$ cat src/rtl/motor_feedback_decoder_pkg.sv
// Shared quadrature constants and the step classifier used by the hall feedback decoder.
package motor_feedback_decoder_pkg;

  localparam logic [1:0] Q00 = 2'b00;
  localparam logic [1:0] Q01 = 2'b01;
  localparam logic [1:0] Q11 = 2'b11;
  localparam logic [1:0] Q10 = 2'b10;
  localparam logic       DIR_FWD = 1'b1;

  typedef enum logic [1:0] {
    STEP_NONE = 2'd0,
    STEP_FWD  = 2'd1,
    STEP_REV  = 2'd2,
    STEP_ERR  = 2'd3
  } step_t;

  // Forward order is 00 -> 01 -> 11 -> 10 -> 00; a two-bit change is illegal.
  function automatic step_t classify(input logic [1:0] prev, input logic [1:0] cur);
    step_t s;
    s = STEP_NONE;
    case ({prev, cur})
      {Q00, Q01}, {Q01, Q11}, {Q11, Q10}, {Q10, Q00}: s = STEP_FWD;
      {Q00, Q10}, {Q10, Q11}, {Q11, Q01}, {Q01, Q00}: s = STEP_REV;
      default: s = ((prev ^ cur) == 2'b11) ? STEP_ERR : STEP_NONE;
    endcase
    return s;
  endfunction

endpackage

$ cat src/rtl/motor_feedback_decoder_hall_input_filter.sv
// One hall pin: 2-FF synchroniser followed by a FILT_CYC-sample stability filter.
module hall_input_filter #(
  parameter int FILT_CYC = 4
) (
  input  logic clk,
  input  logic reset,
  input  logic pin,
  output logic filt
);

  localparam int CW = $clog2(FILT_CYC + 1);

  logic          s1;
  logic          s2;
  logic [CW-1:0] cnt;

  // cnt counts consecutive synchronised samples that disagree with filt.
  always_ff @(posedge clk) begin
    if (reset) begin
      s1   <= 1'b0;
      s2   <= 1'b0;
      filt <= 1'b0;
      cnt  <= '0;
    end else begin
      s1 <= pin;
      s2 <= s1;
      if (s2 == filt) begin
        cnt <= '0;
      end else if (cnt == CW'(FILT_CYC - 1)) begin
        filt <= s2;
        cnt  <= '0;
      end else begin
        cnt <= cnt + CW'(1);
      end
    end
  end

endmodule

$ cat src/rtl/motor_feedback_decoder.sv
// Hall feedback for one motor: filtered quadrature decode into position, direction and speed.
module motor_feedback_decoder
  import motor_feedback_decoder_pkg::*;
#(
  parameter int CLK_HZ    = 100_000_000,
  parameter int SAMPLE_HZ = 10,
  parameter int POS_W     = 32,
  parameter int SPD_W     = 16,
  parameter int FILT_CYC  = 4
) (
  input  logic             clk,
  input  logic             reset,
  input  logic             sa,
  input  logic             sb,
  input  logic             clear,
  output logic [POS_W-1:0] position,
  output logic             dir,
  output logic [SPD_W-1:0] speed,
  output logic             speed_valid,
  output logic             edge_err
);

  localparam int WIN = CLK_HZ / SAMPLE_HZ;
  localparam int WW  = (WIN > 1) ? $clog2(WIN) : 1;
  localparam logic [POS_W-1:0] POS_ONE = POS_W'(1);
  localparam logic [SPD_W-1:0] SPD_ONE = SPD_W'(1);
  localparam logic [SPD_W-1:0] SPD_MAX = '1;

  logic             a;
  logic             b;
  logic [1:0]       prev;
  logic             init_done;
  logic [WW-1:0]    win_cnt;
  logic [SPD_W-1:0] edge_cnt;
  logic [SPD_W-1:0] edge_next;
  step_t            step;
  logic             accepted;

  hall_input_filter #(.FILT_CYC(FILT_CYC)) u_filt_a (
    .clk(clk), .reset(reset), .pin(sa), .filt(a)
  );

  hall_input_filter #(.FILT_CYC(FILT_CYC)) u_filt_b (
    .clk(clk), .reset(reset), .pin(sb), .filt(b)
  );

  // Until prev has been loaded once, nothing is decoded.
  assign step     = init_done ? classify(prev, {a, b}) : STEP_NONE;
  assign accepted = (step == STEP_FWD) || (step == STEP_REV);

  always_comb begin
    edge_next = edge_cnt;
    if (accepted && (edge_cnt != SPD_MAX)) edge_next = edge_cnt + SPD_ONE;
  end

  always_ff @(posedge clk) begin
    if (reset) begin
      prev        <= Q00;
      init_done   <= 1'b0;
      position    <= '0;
      dir         <= DIR_FWD;
      speed       <= '0;
      speed_valid <= 1'b0;
      edge_err    <= 1'b0;
      win_cnt     <= '0;
      edge_cnt    <= '0;
    end else begin
      prev      <= {a, b};
      init_done <= 1'b1;
      edge_err  <= (step == STEP_ERR);

      if (clear)                  position <= '0;
      else if (step == STEP_FWD)  position <= position + POS_ONE;
      else if (step == STEP_REV)  position <= position - POS_ONE;

      if (step == STEP_FWD)       dir <= DIR_FWD;
      else if (step == STEP_REV)  dir <= ~DIR_FWD;

      // The terminal cycle reports the count including an edge accepted in that cycle.
      if (win_cnt == WW'(WIN - 1)) begin
        win_cnt     <= '0;
        speed       <= edge_next;
        speed_valid <= 1'b1;
        edge_cnt    <= '0;
      end else begin
        win_cnt     <= win_cnt + WW'(1);
        speed_valid <= 1'b0;
        edge_cnt    <= edge_next;
      end
    end
  end

endmodule

$ cat config.mk
export PLATFORM = sky130hd
export DESIGN_NAME = motor_feedback_decoder
export DESIGN_NICKNAME = d
export VERILOG_FILES = /design/src/rtl/motor_feedback_decoder_pkg.sv /design/src/rtl/motor_feedback_decoder_hall_input_filter.sv /design/src/rtl/motor_feedback_decoder.sv
export SDC_FILE = /design/constraint.sdc
export NUM_CORES = 1
export LEC_CHECK = 0
export CAP_MARGIN = 20
export CORE_UTILIZATION = 45
export CTS_BUF_LIST = sky130_fd_sc_hd__clkbuf_4
export DETAILED_ROUTE_END_ITERATION = 7
export PLACE_DENSITY_LB_ADDON = 0.3
export RECOVER_POWER = 50
export SLEW_MARGIN = 5
export SYNTH_ARGS = -nofsm -noshare
export SYNTH_HDL_FRONTEND = slang
export SYNTH_SLANG_ARGS = --single-unit
$ cat constraint.sdc
create_clock -name clk -period 4.8 [get_ports clk]
set_input_delay 0.72 -clock clk [delete_from_list [all_inputs] [get_ports clk]]
set_output_delay 0.72 -clock clk [all_outputs]
set_load 0.05 [all_outputs]
Word level (Yosys, flattened, before mapping)
Index checks and enable logic that the tools add are counted.

Add/sub/neg operators: 6. Equal/unequal tests: 18. Multiplexer cells: 8. Bitwise operators: 3. Reduce and logical (&&, ||, !) cells: 12.

Operator list (number): 32-bit 2-to-1 mux (2); 32-bit by 1-bit adder with 32-bit output (second input constant) (1); 32-bit by 1-bit subtractor with 32-bit output (second input constant) (1); 24-bit by 1-bit adder with 24-bit output (second input constant) (1); 24-bit equality test (second input constant) (1); 16-bit by 1-bit adder with 16-bit output (second input constant) (1); 4-bit equality test (second input constant) (4); 16-bit 2-to-1 mux (1); 16-bit inequality test (second input constant) (1); 4-bit by 3-bit equality test with 1-bit output (second input constant) (2); 4-bit OR reduction (2); 3-bit by 1-bit adder with 3-bit output (second input constant) (2); 2-bit equality test (second input constant) (3); 3-bit by 2-bit equality test with 1-bit output (second input constant) (2); 2-bit OR reduction (3); 3-bit OR reduction (2); 4-bit by 1-bit equality test with 1-bit output (second input constant) (1); 4-bit by 2-bit equality test with 1-bit output (second input constant) (1); 2-bit 2-to-1 mux (2); 2-bit case mux with 2 select lines (1); 2-bit AND reduction (2); 1-bit equality test (2); 2-bit by 1-bit equality test with 1-bit output (second input constant) (1); 1-bit 2-to-1 mux (2); other kinds (5) (6).

Bits in registers: 106. Output and inout bits: 51. Logic and storage cells: 64.

Depth between registers and ports, before layout
Gate-level depths: netlist (run 1).

Word-level depth: 9. Gate-level depth with buffers: 18.

Cells and area by module
Synthesis (run 1) repeated with hierarchy kept, for this count alone.

Cell total of the unflattened synthesis: 699. Area, all modules: 5839.4 um^2.

By module, submodules not included: motor_feedback_decoder (instances 1, cells each 665, area each 5416.4 um^2, seq. area each 1881.8 um^2); hall_input_filter (instances 2, cells each 17, area each 211.5 um^2, seq. area each 120.1 um^2).

Worst setup path before layout (run 1)
Ideal clock, no wire load.

Path type: reg2reg. Start point: reg u_filt_b.filt. End point: reg position[30]. Setup time: 0.131 ns. Arrival time: 3.825 ns. Setup slack: 0.844 ns. Cell stages (with the launch flop): 18. Path buffers: 1. Period minus slack after synthesis: 3.956 ns. Cells stage by stage: dfxtp_1 -> clkbuf_1 -> mux2i_1 -> nand2_1 -> o211ai_1 -> inv_1 -> ha_1 -> inv_1 -> ha_1 -> and2b_1 -> o21a_1 -> o21ai_0 -> a21oi_2 -> a41oi_2 -> o221ai_1 -> a211oi_2 -> o21a_1 -> o211ai_1.

Cells in the longest elaborated chain, start to end: 7. Elaborated cells between the ends (all ways): 19. Classes of those cells: 11 x eq/ne; 4 x mux; 1 x bitwise; 3 x reduce/logical.

Ends and longest elaborated chain: from (decl) (line motor_feedback_decoder_hall_input_filter.sv:8) `output logic filt`; from (signal assigned) (line motor_feedback_decoder_hall_input_filter.sv:22) `filt <= 1'b0;`; from (signal assigned) (line motor_feedback_decoder_hall_input_filter.sv:30) `filt <= s2;`; 2-bit bitwise XOR (line motor_feedback_decoder_pkg.sv:24) `default: s = ((prev ^ cur) == 2'b11) ? STEP_ERR : STEP_NONE;`; 2-bit equality test (line motor_feedback_decoder_pkg.sv:24); 2-bit 2-to-1 mux (line motor_feedback_decoder_pkg.sv:24); 2-bit case mux with 2 select lines (*) (line motor_feedback_decoder_pkg.sv:21) `case ({prev, cur})`; 2-bit 2-to-1 mux (*) (line motor_feedback_decoder.sv:48) `assign step = init_done ? classify(prev, {a, b}) : STEP_NONE;`; 2-bit by 1-bit equality test with 1-bit output / 2-bit equality test (equally long branches) (line motor_feedback_decoder.sv:73, motor_feedback_decoder.sv:74); 32-bit 2-to-1 mux / 2-bit nonzero test (equally long branches); to (signal assigned) (line motor_feedback_decoder.sv:73) `else if (step == STEP_FWD) position <= position + POS_ONE;`; to (signal assigned) (line motor_feedback_decoder.sv:74) `else if (step == STEP_REV) position <= position - POS_ONE;`; to (decl) (line motor_feedback_decoder.sv:16) `output logic [POS_W-1:0] position,`.

Mark *: on every way between the ends. The rest lies on a longest branch, timed or not. A chain may end at the register's enable or synchronous reset.

Worst setup path in the final report (run 1)
Ends and elaborated chain as after synthesis.

==> flow_summary_export.csv, run 1 <==
group,metric,value,unit
global_route,grt_pass1_wl,21.0,mm
yosys,syn-cell-area,5690,um2
clock_network,numCtsBuffers,9,
cells_and_area,area.growth.synth_to_final,14.1,%
placed_design,port_buffers,55,
clock_network,clockRootBuffer,"clkbuf_4",
detailed_routing,vias_per_cell,5.31,
cells_and_area,fillers,1145,
yosys,ys_seq_area_share,37.3,%
worst_setup_path,critPathCaptureType,"flip-flop",
global_route,grt_overflow,0,
yosys,synth_cell_types,53,
yosys,syn_nets,723,
clock_network,holdBufCountCts,0,
yosys,synth-async-reset-ratio,0,%
sta,period_minus_slack,4.18,ns
placed_design,dp_hpwl,8.79,mm
global_route,grt_max_degree,34,
yosys,yosys.area.top_type_share,37.3,%
global_route,antenna_found_initial,0,
power_and_ir_drop,powerDensity,206,nW/um2
clock_network,tritoncts,"yes",
clock_network,postCtsSetupBuffers,0,
yosys,yosysWarnings,0,
detailed_routing,drt-initial-drc-count,187,
job,cap_violations,0,
yosys,synth_largest_area_cell,"dfxtp_1",
placed_design,gp_congestion,0.860,
cells_and_area,regArea,2120,um2
die,ios,56,
sta,maxSlewViolCount,0,
clock_network,cts-resized-gates,0,
yosys,yosys-top-cells-count,"nor2_1 (125), dfxtp_1 (106), ha_1 (39)",
detailed_routing,wl_met2,5.70,mm
detailed_routing,routed_wl,12.0,mm
placed_design,placed_cells,878,
clock_network,h-tree-depth,3,
worst_setup_path,critPathArrivalTime,4.56,ns
detailed_routing,wl_met3,709,um
yosys,yosys-top-cells-area,"dfxtp_1 (37%), ha_1 (8.6%), nor2_1 (8.2%)",
yosys,synth.most_common_cell,"nor2_1",
yosys,syn_inst,678,
sta,worst_pin_slew,1.49,ns
sta,rsz0062_at_grt,"no",
sta,setup_viol_count_final,0,
clock_network,path_clk_slew,0.16,ns
detailed_routing,wl_met1,5.48,mm
worst_setup_path,worstPathMaxFanout,17,
global_route,grt_pass1_vias,4732,
yosys,yosys_most_used_dff,"dfxtp_1",
power_and_ir_drop,leakagePower,0.00278,uW
detailed_routing,drt_pass1_iterations,4,
detailed_routing,wl_per_cell,13.4,um
sta,fmax,239,MHz
cells_and_area,final_net_count,766,
cells_and_area,layout-drive-gt1-share,4.96,%
die,start_util,46.8,%
cells_and_area,fin_cells,894,
detailed_routing,num_vias,4743,
sta,max-slew-margin-rel,0.949,%
clock_network,clock_latency,0.47,ns
die,fp.dieH,114,um
worst_setup_path,cp-start-kind,"flip-flop",
detailed_routing,routed.top_layer,"met4",
cells_and_area,multi_input_area,3350,um2
detailed_routing,ant_nets,0,
global_route,grt_use_total,20.0,%
cells_and_area,diodes,0,
worst_setup_path,required,5.18,ns
die,design.core.area,12200,um2
clock_network,cts_num_sinks,106,
yosys,synth_edf_count,0,
die,die_w,114,um
power_and_ir_drop,ir_drop,255,uV
yosys,synth_area_per_cell,8.39,um2
worst_setup_path,crit_type,"reg2reg",
status,status,"complete, no violations",
detailed_routing,drcViolationCount,0,
sta,hold_viol_final,0,
hold_path,worstHoldPathType,"reg2reg",
yosys,synth_seq_cells,106,
die,fp.dieArea,13100,um2
die,placementRows,40,
sta,fin_skew,0.0195,ns
clock_network,clock_path_buffers,2,
sta,finalCritPeriodShare,87.1,%
sta,setup_tns,0,ns
flip-flops by register name (all words and copies together), names as in the netlist:
| signal | count |
|---|---|
| edge_cnt | 16 |
| dir | 1 |
| u_filt_a.cnt | 3 |
| win_cnt | 24 |
| init_done | 1 |
| position | 32 |
| edge_err | 1 |
| u_filt_a.filt | 1 |
| u_filt_b.s2 | 1 |
| u_filt_b.cnt | 3 |
| speed | 16 |
| u_filt_b.filt | 1 |
| speed_valid | 1 |
| prev | 2 |
| u_filt_a.s1 | 1 |
| u_filt_b.s1 | 1 |
| u_filt_a.s2 | 1 |
power breakdown:
group / internal, uW / switching [uW] / total (uW)
Sequential: 885 / 3.21 / 888
Clock: 123 / 298 / 421
Combinational: 7.75 / 19.0 / 26.7
metal layers:
metal	global-route usage, %	vias to the layer above
li1	-	2430
met1	23.6	2194
met4	6.06	0
met5	0	-
met3	5.77	10
met2	34.9	109
per-stage QoR:
step	worst slack, ns	hold slack, ns	power [uW]	util, %	instance area (um2)
after CTS	0.610	0.445	1360	53.4	6500
after detailed placement	0.624	0.425	935	52.5	6380
after global placement	0.794	0.407	934	52.5	6380
after floorplan	0.844	0.399	925	-	5690
after global routing	0.244	0.461	1390	53.4	6490
final	0.619	0.446	1340	53.4	6490
worst max-delay path, cell delays in order (launching register included):
cell and delay [ns]:
dfxtp_1 0.52, mux2i_1 0.22, nand2_1 0.07, o211ai_1 0.13
inv_1 0.10, ha_1 0.27, inv_1 0.46, ha_1 0.38
and2b_1 0.19, o21a_1 0.17, o21ai_0 0.25, a21oi_2 0.13
a41oi_2 0.41, o221ai_1 0.26, a211oi_2 0.32, o21a_1 0.14
o211ai_1 0.09
kinds of logic after synthesis:
kind of cell	Yosys count	synth area share, %
simple gates	270	22.1
compound gates	128	15.4
flops	106	37.3
xor+xnor	62	9.55
buf+inv	56	3.85
fa+ha+maj	40	8.93
mux	16	2.84
layout make-up:
cell class              count  share of cell area [%]
clock buffers              11                    1.27
clock inverters             5                   0.578
inverters                  28                    1.62
multi-input cells         516                    51.7
flip-flops and latches    106                    32.7
well taps                 168                    3.24
repair buffers             60                    8.94
layout by cell type, fill, tap and decap left out, types with 5 or more instances in the layout:
| cell | synthesis | routed |
|---|---|---|
| nor2b_1 | 9 | 9 |
| nand2_1 | 35 | 35 |
| o31ai_1 | 5 | 5 |
| a211oi_1 | 17 | 17 |
| xnor2_1 | 33 | 33 |
| xor2_1 | 29 | 29 |
| dfxtp_1 | 106 | 106 |
| mux2i_1 | 15 | 15 |
| o21ai_0 | 20 | 20 |
| a21o_1 | 12 | 12 |
| clkbuf_4 | 0 | 11 |
| nand4_1 | 9 | 9 |
| or3_1 | 13 | 13 |
| a21oi_1 | 36 | 36 |
| nor3_1 | 12 | 11 |
| nand2b_1 | 6 | 6 |
| inv_1 | 28 | 28 |
| nand3_1 | 33 | 33 |
| ha_1 | 39 | 38 |
| nor2_1 | 125 | 125 |
| o211ai_1 | 9 | 9 |
| dlygate4sd3_1 | 0 | 51 |
| and3_1 | 12 | 12 |
path summary, 6_finish.rpt:
check | start | to | slack (ns) | depth (start not counted)
worst min-delay path | u_filt_b.cnt[0]$_SDFF_PP0_ | u_filt_b.cnt[0]$_SDFF_PP0_ | 0.45 | 1
worst max-delay path | u_filt_b.filt$_SDFFE_PP0P_ | position[30]$_SDFFE_PP0P_ | 0.62 | 16
worst min register to register | u_filt_b.cnt[0]$_SDFF_PP0_ | u_filt_b.cnt[0]$_SDFF_PP0_ | 0.45 | 1
worst max register to register | u_filt_b.filt$_SDFFE_PP0P_ | position[30]$_SDFFE_PP0P_ | 0.62 | 16
Power figures use the tool's default switching activity.
==> run 2, diff against run 1 <==
MAX_ROUTING_LAYER = met4   (was unset)
==> run 2 against run 1 <==
  * Setup slack got worse by 0.0020 ns
  * Largest power group unchanged
  * Power grew 4.4%
  * Sequential cell count unchanged
  * Sequential share of layout area shrank 0.13 points
  * Highest routed layer unchanged
  * Hold slack got worse by 0.014 ns
  * Routed wire length shrank 0.44%
  * Combinational power is 3% higher
  * Critical path type unchanged
  * Global-route usage is 0.44 points higher
  * Largest cell class unchanged
==> flow_summary_export.csv, run 2 (same netlist as run 1, synthesis figures left out) <==
group,metric,value,unit
worst_setup_path,required,5.19,ns
power_and_ir_drop,p_comb_share,2.0,%
power_and_ir_drop,finalPower,1400,uW
worst_setup_path,cpPeakStageDelay,0.51,ns
clock_network,numCtsBuffers,9,
worst_setup_path,rr_worst_depth,16,
power_and_ir_drop,p_sw_share,24.2,%
worst_setup_path,critPathArrivalTime,4.58,ns
hold_path,worstHoldPathType,"reg2reg",
worst_setup_path,worst_path_max_delay_cell,"dfxtp_1",
placed_design,port_buffers,55,
global_route,grt_overflow,0,
worst_setup_path,rr_endpoint,"position[30]$_SDFFE_PP0P_",
sta,setup_viol_count_final,0,
global_route,grt_max_degree,34,
sta,maxSlewViolCount,0,
cells_and_area,final_net_count,767,
placed_design,gp_congestion,0.891,
global_route,grt_pass1_vias,4645,
clock_network,tritoncts,"yes",
power_and_ir_drop,clkPwrFrac,34.4,%
power_and_ir_drop,ir_drop,222,uV
job,cap_violations,0,
global_route,grt_use_total,20.4,%
detailed_routing,drcViolationCount,0,
hold_path,hold_depth,1,
clock_network,cts-resized-gates,0,
sta,setup_tns,0,ns
cells_and_area,top_regs,"position (32), win_cnt (24)",
die,fp.dieArea,13100,um2
power_and_ir_drop,powerDensity,214,nW/um2
cells_and_area,post-route-util,53.6,%
die,placementRows,40,
worst_setup_path,crit_type,"reg2reg",
global_route,antenna_found_initial,0,
clock_network,cts_num_sinks,106,
worst_setup_path,cp-start-kind,"flip-flop",
sta,rsz0062_at_grt,"no",
detailed_routing,drt_pass1_iterations,4,
worst_setup_path,r2r_slack,0.62,ns
detailed_routing,ant_nets,0,
detailed_routing,wl_per_cell,13.3,um
die,ios,56,
detailed_routing,drt-initial-drc-count,216,
global_route,grt_pass1_wl,20.9,mm
cells_and_area,final_cell_mix,"nor2_1 (126), dfxtp_1 (106), dlygate4sd3_1 (52), ha_1 (39), a21oi_1 (36)",
cells_and_area,regMostFlops,"position",
cells_and_area,fillers,1136,
hold_path,worstHoldEndpoint,"u_filt_a.cnt[0]$_SDFF_PP0_",
detailed_routing,num_vias,4777,
power_and_ir_drop,p_int,1060,uW
power_and_ir_drop,leakagePower,0.00281,uW
power_and_ir_drop,power.switching,338,uW
sta,hold_viol_final,0,
sta,max-slew-margin-rel,2.90,%
die,fp.dieH,114,um
worst_setup_path,r2r_start,"u_filt_b.filt$_SDFFE_PP0P_",
cells_and_area,area.growth.synth_to_final,14.6,%
sta,fin_skew,0.0150,ns
worst_setup_path,crit_path_cell_trace,"mux2i_1 -> nand2_1 -> o211ai_1 -> inv_1 -> ha_1 -> inv_1 -> ha_1 -> and2b_1 -> o21a_1 -> o21ai_0 -> a21oi_2 -> a41oi_2 -> o221ai_1 -> a211oi_2 -> o21a_1 -> o211ai_1",
die,design.core.area,12200,um2
sta,finalCritPeriodShare,87.1,%
detailed_routing,routed_wl,12.0,mm
clock_network,clock_path_buffers,2,
clock_network,postCtsSetupBuffers,0,
sta,fmax,239,MHz
clock_network,h-tree-depth,3,
power_and_ir_drop,seqPwrFrac,63.7,%
die,start_util,46.8,%
die,die_w,114,um
detailed_routing,vias_per_cell,5.33,
clock_network,path_clk_slew,0.16,ns
cells_and_area,layout-drive-gt1-share,5.09,%
sta,period_minus_slack,4.18,ns
worst_setup_path,worstPathMaxFanout,17,
sta,worst_pin_slew,1.46,ns
cells_and_area,final_common_cell,"nor2_1",
clock_network,clock_latency,0.49,ns
clock_network,clockRootBuffer,"clkbuf_4",
worst_setup_path,critPathCaptureType,"flip-flop",
placed_design,dp_hpwl,8.67,mm
status,status,"complete, no violations",
cells_and_area,largest_reg_flops,32,
hold_path,hold_start,"u_filt_a.cnt[0]$_SDFF_PP0_",
clock_network,holdBufCountCts,0,
-- run 2: cell count changes in the layout (fill, tap and decap cells not counted), sizes merged --
cell	delta
clkbuf	-3
buf	+2
bufinv	+1
clkdlybuf4s50	-1
diode	+1
dlygate4sd3	+1
inv	+1
-- run 2: worst max path at each step --
stage	startpoint	slack, ns	endpoint
2_1_floorplan	u_filt_b.filt$_SDFFE_PP0P_	0.84	position[30]$_SDFFE_PP0P_
3_3_place_gp	u_filt_b.filt$_SDFFE_PP0P_	0.79	position[30]$_SDFFE_PP0P_
3_5_place_dp	u_filt_b.filt$_SDFFE_PP0P_	0.64	position[30]$_SDFFE_PP0P_
4_1_cts	u_filt_b.filt$_SDFFE_PP0P_	0.60	position[30]$_SDFFE_PP0P_
5_1_grt	u_filt_b.filt$_SDFFE_PP0P_	0.33	position[30]$_SDFFE_PP0P_
6_report	u_filt_b.filt$_SDFFE_PP0P_	0.62	position[30]$_SDFFE_PP0P_
-- run 2: cell type report --
| cell class | count | area [um2] | area share [%] |
|---|---|---|---|
| diodes | 1 | 2.50 | 0.0384 |
| multi-input cells | 516 | 3340 | 51.3 |
| inverters | 28 | 105 | 1.61 |
| clock buffers | 9 | 67.6 | 1.04 |
| flip-flops and latches | 106 | 2120 | 32.6 |
| clock inverters | 7 | 73.8 | 1.13 |
| well taps | 168 | 210 | 3.23 |
| repair buffers | 61 | 592 | 9.08 |
-- run 2: critical path: cells and delay by family (launching register included) --
kind / cells / cell delay (ns)
flops: 1 / 0.51
fa+ha+maj: 2 / 0.64
mux: 1 / 0.23
simple gates: 2 / 0.26
buf+inv: 2 / 0.54
compound gates: 9 / 1.91
-- run 2: power groups by stage --
stage          sequential [uW]  combinational (uW)  clock [uW]
3_3_place_gp               907                28.3           0
6_report                   888                27.5         480
2_1_floorplan              906                18.5           0
5_1_grt                    890                30.6         528
3_5_place_dp               907                28.7           0
4_1_cts                    889                28.6         495
-- run 2: metrics by stage --
stage / instances / area [um2] / setup WS, ns / hold WS, ns
2_1_floorplan: 678 / 5690 / 0.844 / 0.399
3_3_place_gp: 879 / 6390 / 0.791 / 0.407
3_5_place_dp: 879 / 6390 / 0.636 / 0.412
4_1_cts: 895 / 6530 / 0.598 / 0.437
5_1_grt: 895 / 6520 / 0.331 / 0.458
6_report: 896 / 6520 / 0.617 / 0.432
-- run 2: per-layer routing --
| layer | global-route usage [%] | vias to the layer above | routed length, um |
|---|---|---|---|
| met1 | 23.8 | 2229 | 5660 |
| met3 | 5.93 | 21 | 583 |
| met4 | 6.58 | 0 | 215 |
| met2 | 33.7 | 85 | 5500 |
| met5 | - | - | 0 |
| li1 | - | 2442 | - |
